<file path="src/rtl/fifo_pkg.sv">
// Shared types and constants for the single-clock FIFO: pointer-width helper,
// a packed status word for monitoring blocks, and status reset values.
package fifo_pkg;

    // Address width for a DEPTH-entry array; never returns less than one bit.
    function automatic int clog2_safe(input int depth);
        return (depth <= 2) ? 1 : $clog2(depth);
    endfunction

    typedef struct packed {
        logic f_flag;
        logic e_flag;
        logic almost_full_flag;
        logic almost_empty_flag;
        logic overflow;
        logic underflow;
    } fifo_status_t;

    localparam logic RST_F_FLAG            = 1'b0;
    localparam logic RST_E_FLAG            = 1'b1;
    localparam logic RST_ALMOST_FULL_FLAG  = 1'b0;
    localparam logic RST_ALMOST_EMPTY_FLAG = 1'b1;
    localparam logic RST_OVERFLOW          = 1'b0;
    localparam logic RST_UNDERFLOW         = 1'b0;

    localparam fifo_status_t FIFO_STATUS_RST = '{
        f_flag:            RST_F_FLAG,
        e_flag:            RST_E_FLAG,
        almost_full_flag:  RST_ALMOST_FULL_FLAG,
        almost_empty_flag: RST_ALMOST_EMPTY_FLAG,
        overflow:          RST_OVERFLOW,
        underflow:         RST_UNDERFLOW
    };

endpackage

</file>
<file path="src/rtl/fifo_mem.sv">
// Simple dual-port register array: one synchronous write port, one
// asynchronous read port. Contents are intentionally not reset.
module fifo_mem
    import fifo_pkg::*;
#(
    parameter int SIZE  = 8,
    parameter int DEPTH = 16,
    localparam int AW   = clog2_safe(DEPTH)
) (
    input  logic            clk,
    input  logic            i_we,
    input  logic [AW-1:0]   i_waddr,
    input  logic [SIZE-1:0] i_wdata,
    input  logic [AW-1:0]   i_raddr,
    output logic [SIZE-1:0] o_rdata
);

    logic [SIZE-1:0] r_mem [DEPTH];

    always_ff @(posedge clk) begin
        if (i_we) begin
            r_mem[i_waddr] <= i_wdata;
        end
    end

    assign o_rdata = r_mem[i_raddr];

endmodule

</file>
<file path="src/rtl/sync_fifo.sv">
// Single-clock FIFO with occupancy count, registered threshold flags and sticky
// error flags. Define FIFO_FWFT_EN for first-word-fall-through read behaviour.
module sync_fifo
    import fifo_pkg::*;
#(
    parameter int SIZE     = 8,
    parameter int DEPTH    = 16,
    parameter int AF_LEVEL = 14,
    parameter int AE_LEVEL = 2
) (
    input  logic                   clk,
    input  logic                   rst,
    input  logic [SIZE-1:0]        data_in,
    input  logic                   valid_write,
    input  logic                   valid_read,
    output logic [SIZE-1:0]        data_out,
    output logic                   data_valid,
    output logic [$clog2(DEPTH):0] count,
    output logic                   f_flag,
    output logic                   e_flag,
    output logic                   almost_full_flag,
    output logic                   almost_empty_flag,
    output logic                   overflow,
    output logic                   underflow
);

    localparam int AW = clog2_safe(DEPTH);
    localparam int CW = AW + 1;

    localparam logic [CW-1:0] DEPTH_C = CW'(DEPTH);
    localparam logic [CW-1:0] AF_C    = CW'(AF_LEVEL);
    localparam logic [CW-1:0] AE_C    = CW'(AE_LEVEL);

    logic [AW-1:0]   r_wr_ptr;
    logic [AW-1:0]   r_rd_ptr;
    logic [CW-1:0]   r_count;
    logic [CW-1:0]   w_count_next;
    fifo_status_t    r_status;
    fifo_status_t    w_status_next;
    logic            w_rd_ok;
    logic            w_wr_ok;
    logic [SIZE-1:0] w_rd_data;

    // A full FIFO still accepts a write when a read frees a slot on the same edge.
    assign w_rd_ok = valid_read && !r_status.e_flag;
    assign w_wr_ok = valid_write && (!r_status.f_flag || w_rd_ok);

    always_comb begin
        w_count_next = r_count;
        if (w_wr_ok && !w_rd_ok) begin
            w_count_next = r_count + CW'(1);
        end else if (!w_wr_ok && w_rd_ok) begin
            w_count_next = r_count - CW'(1);
        end
    end

    always_comb begin
        w_status_next                   = r_status;
        w_status_next.f_flag            = (w_count_next == DEPTH_C);
        w_status_next.e_flag            = (w_count_next == '0);
        w_status_next.almost_full_flag  = (w_count_next >= AF_C);
        w_status_next.almost_empty_flag = (w_count_next <= AE_C);
        w_status_next.overflow          = r_status.overflow  || (valid_write && !w_wr_ok);
        w_status_next.underflow         = r_status.underflow || (valid_read  && !w_rd_ok);
    end

    always_ff @(posedge clk) begin
        if (rst) begin
            r_wr_ptr <= '0;
            r_rd_ptr <= '0;
            r_count  <= '0;
            r_status <= FIFO_STATUS_RST;
        end else begin
            if (w_wr_ok) begin
                r_wr_ptr <= r_wr_ptr + AW'(1);
            end
            if (w_rd_ok) begin
                r_rd_ptr <= r_rd_ptr + AW'(1);
            end
            r_count  <= w_count_next;
            r_status <= w_status_next;
        end
    end

    fifo_mem #(
        .SIZE  (SIZE),
        .DEPTH (DEPTH)
    ) u_mem (
        .clk     (clk),
        .i_we    (w_wr_ok),
        .i_waddr (r_wr_ptr),
        .i_wdata (data_in),
        .i_raddr (r_rd_ptr),
        .o_rdata (w_rd_data)
    );

`ifdef FIFO_FWFT_EN
    // Head word is presented directly; valid_read acknowledges and pops it.
    assign data_out   = w_rd_data;
    assign data_valid = !r_status.e_flag;
`else
    logic [SIZE-1:0] r_data_out;
    logic            r_data_valid;

    always_ff @(posedge clk) begin
        if (rst) begin
            r_data_out   <= '0;
            r_data_valid <= 1'b0;
        end else begin
            r_data_valid <= w_rd_ok;
            if (w_rd_ok) begin
                r_data_out <= w_rd_data;
            end
        end
    end

    assign data_out   = r_data_out;
    assign data_valid = r_data_valid;
`endif

    assign count             = r_count;
    assign f_flag            = r_status.f_flag;
    assign e_flag            = r_status.e_flag;
    assign almost_full_flag  = r_status.almost_full_flag;
    assign almost_empty_flag = r_status.almost_empty_flag;
    assign overflow          = r_status.overflow;
    assign underflow         = r_status.underflow;

endmodule

</file>
<file path="config.mk">
export PLATFORM = sky130hd
export DESIGN_NAME = sync_fifo
export DESIGN_NICKNAME = d
export VERILOG_FILES = /design/src/rtl/fifo_pkg.sv /design/src/rtl/fifo_mem.sv /design/src/rtl/sync_fifo.sv
export SDC_FILE = /design/constraint.sdc
export NUM_CORES = 1
export LEC_CHECK = 0
export ABC_AREA = 1
export CORE_ASPECT_RATIO = 0.9
export CORE_MARGIN = 5
export CORE_UTILIZATION = 40
export DETAILED_ROUTE_END_ITERATION = 8
export SLEW_MARGIN = 10
export SYNTH_ARGS = -nofsm -noshare
export SYNTH_HDL_FRONTEND = slang
export SYNTH_SLANG_ARGS = --single-unit
</file>
<file path="constraint.sdc">
create_clock -name clk -period 3.6 [get_ports clk]
set_input_delay 0.54 -clock clk [delete_from_list [all_inputs] [get_ports clk]]
set_output_delay 0.54 -clock clk [all_outputs]
set_load 0.05 [all_outputs]
</file>
==> reports/results.ini <==
[worst_hold_path]
holdCritPathClass=register to register
hold_start=overflow
min_delay_path_depth=1
hold-path-endpoint=overflow

[run]
max-cap-violations=0

[clock_tree]
clock_tree_from_tritoncts=done
cts_root_buf=sky130_fd_sc_hd__clkbuf_16
post_cts_buffers=0
numClockSinks=156
cts-hold-fix-buffers=0
clk_latency_ns=0.42
cts.path.max_buffers=2
clk_pin_slew_ns=0.06
cts_htree_levels=4
cts_inserted_buffers=17
cts-resized-gates=0

[floorplan]
die_footprint_mm2=0.0190
placeableCoreArea_mm2=0.0161
die_x_um=145
cell_rows=44
design.portCount=32
floorplan.initialDensity_pct=40.7
die_height_um=131

[drt]
wirelength_mm=15.7
drcViolationCount=0
antenna_violating_nets_post_route=0
via_per_inst=5.27
first_iter_violations=464
wl_per_cell_um=18.0
via_count=4595
drt-pass1-iter-count=5

[critical_path]
slowest_delay_ns=0.89
worst_r2r_path_depth=7
crit_chain=clkdlybuf4s50_1
worstSetupEndpointType=primary output
worstPathBufferInverterCount=1
cp_data_required_time_ns=3.06
critical-path-slowest-cell=sky130_fd_sc_hd__clkdlybuf4s50_1
timing.critical_path.from_type=register
timing.critical_path.from=count[2]
reg2reg_to=data_out[2]
path_max_fanout=8
timing.reg2reg.setup_slack_ns=1.24
setup.worst_path.class=register to primary output
worstPathArrival_ns=1.83
critical-path-top-delay-family=buffers and inverters
startpoint_of_the_lowest_slack_register_to_register_path=r_rd_ptr[2]

[timing]
period_minus_slack_ns=2.37
achievable_freq_mhz=422
totalNegativeSetupSlack_ns=0
worst_slew_pin_tran_ns=1.07
fin_worst_skew_ns=0.00941
timing.final.max_slew_violations=0
final.hold.worst_slack_ns=0.481
timing_hold_violations_final=0
slew_headroom_pct=28.7
post-route-period-util_pct=65.9
setup_repair_after_global_routing_missed_its_margin=no
timing.final.setup_violations=0

[grt]
grt_first_pass_wirelength_mm=23.9
grt_antenna_before_repair=0
grt_total_usage_pct=16.9
grt_pass1_vias=4260
largest_net_degree_at_the_start_of_global_routing=67
global_route_congestion_overflow_total=0

[power]
power_per_cell_area_mw_per_mm2=577
power.share.switching_pct=24.6
switching_power_w=0.00108
leakage_nw=2.88
cell_internal_pwr_w=0.00329
vdd.ir_drop.worst_uv=303
power_frac_seq_pct=46.5
power.clock.fraction_pct=41.5
combPwrFrac_pct=12.1

[layout]
antenna-diode-count=0
drive_above_1_share_pct=6.32
finalNetCount=671
synth_to_final_area_change_pct=15.8

[synth]
post-synth-top-area-fraction_pct=58.8
synth-main-ff-cell=sky130_fd_sc_hd__edfxtp_1
synth_common_cells=sky130_fd_sc_hd__nand2_1 (194), sky130_fd_sc_hd__edfxtp_1 (128), sky130_fd_sc_hd__nand3_1 (108), sky130_fd_sc_hd__nor2_1 (51), sky130_fd_sc_hd__inv_1 (30)
syn-cell-area_mm2=0.00654
synth.net_count=648
yosysMostFrequentCell=sky130_fd_sc_hd__nand2_1
post_synth_num_cell_types=29
synth.largest_area_cell=sky130_fd_sc_hd__edfxtp_1
yosys-top-cells-area=sky130_fd_sc_hd__edfxtp_1 (59%), sky130_fd_sc_hd__nand2_1 (11%), sky130_fd_sc_hd__dfxtp_1 (8.6%)
synthesis.yosys.warnings=0
yosysSeqAreaShare_pct=67.4
ys_seq_elements=156
synth_async_reset_ratio_pct=0
syn_inst=629
synth-edff-count=128
syn_avg_cell_area_um2=10.4

[placement]
gp_congestion=0.906
dp_hpwl_mm=10.2
port_buffers=31

[outcome]
run_status=finished, final reports clean

-- through the flow --
step	cell area, um^2	std cells	total power (W)	utilization [%]	setup WS [ns]
finish	7570	872	0.00437	47.1	1.23
global route	7570	872	0.00453	47.1	1.10
CTS	7570	872	0.00440	47.1	1.23
detailed placement	6970	840	0.00259	43.3	0.853
global placement	6970	840	0.00258	43.3	0.954
floorplan	6540	629	0.00241	-	1.75
-- area by class of cell --
cell class                      count  area (um^2)
Clock buffer                       17          425
Clock inverter                     15          179
Fill cell                        1478         8510
Inverter                           36          135
Multi-Input combinational cell    407         1830
Sequential cell                   156         4410
Tap cell                          207          259
Timing Repair Buffer               34          333
-- cell families (layout without fill, tap and decap cells) --
kind of cell,after synthesis,after routing,synth area share [%]
AND/OR/NAND/NOR,367,367,24.0
adder cells (fa/ha/maj),7,7,1.34
AO/OA/AOI/OAI,30,30,2.33
buffers and inverters,66,102,4.61
flip-flops,156,156,67.4
XOR/XNOR,3,3,0.402
-- cell usage in the layout, fill, tap and decap left out, types with 2 or more instances in the layout --
| cell | n |
|---|---|
| sky130_fd_sc_hd__inv_1 | 30 |
| sky130_fd_sc_hd__a21oi_1 | 15 |
| sky130_fd_sc_hd__o21ai_1 | 8 |
| sky130_fd_sc_hd__inv_2 | 3 |
| sky130_fd_sc_hd__clkdlybuf4s50_1 | 31 |
| sky130_fd_sc_hd__clkbuf_16 | 17 |
| sky130_fd_sc_hd__clkinvlp_4 | 2 |
| sky130_fd_sc_hd__buf_4 | 3 |
| sky130_fd_sc_hd__nor2_2 | 2 |
| sky130_fd_sc_hd__clkinv_1 | 7 |
| sky130_fd_sc_hd__nand3_1 | 108 |
| sky130_fd_sc_hd__xor2_1 | 3 |
| sky130_fd_sc_hd__clkinv_2 | 4 |
| sky130_fd_sc_hd__nand4_1 | 2 |
| sky130_fd_sc_hd__nand2_2 | 2 |
| sky130_fd_sc_hd__nor2_1 | 51 |
| sky130_fd_sc_hd__nor3_1 | 2 |
| sky130_fd_sc_hd__nand2_1 | 194 |
| sky130_fd_sc_hd__ha_1 | 7 |
| sky130_fd_sc_hd__dfxtp_1 | 27 |
| sky130_fd_sc_hd__o21ai_0 | 6 |
| sky130_fd_sc_hd__bufinv_16 | 4 |
| sky130_fd_sc_hd__edfxtp_1 | 128 |
-- power by group through the flow --
stage	Sequential, W	Clock [W]	Combinational (W)
floorplan	0.00214	0	0.000275
global placement	0.00207	0	0.000517
detailed placement	0.00207	0	0.000525
CTS	0.00203	0.00184	0.000527
global route	0.00203	0.00192	0.000572
finish	0.00203	0.00181	0.000527
-- state kept, by name, summed over array words and instances (netlist names) --
| register | count |
|---|---|
| almost_empty_flag | 1 |
| almost_full_flag | 1 |
| count | 5 |
| data_out | 8 |
| data_valid | 1 |
| e_flag | 1 |
| f_flag | 1 |
| overflow | 1 |
| r_rd_ptr | 4 |
| r_wr_ptr | 4 |
| u_mem.r_mem | 128 |
| underflow | 1 |
-- worst max-delay path by stage --
stage | depth (start not counted) | slack (ns) | endpoint
2_1_floorplan | 7 | 1.75 | u_mem.r_mem[11][0]
3_3_place_gp | 7 | 0.95 | u_mem.r_mem[11][0]
3_5_place_dp | 7 | 0.85 | u_mem.r_mem[3][4]
4_1_cts | 1 | 1.23 | count[2]
5_1_grt | 7 | 1.10 | data_out[6]
6_report | 1 | 1.23 | count[2]
-- layer usage --
| layer | track usage [%] | vias to the layer above | share of wire [%] |
|---|---|---|---|
| met5 | 0 | - | 0 |
| met4 | 5.91 | 0 | 2.2 |
| met3 | 3.56 | 24 | 5.1 |
| met2 | 25.5 | 154 | 47 |
| met1 | 24.4 | 2244 | 46 |
| li1 | - | 2173 | - |
Power figures use the tool's default switching activity.
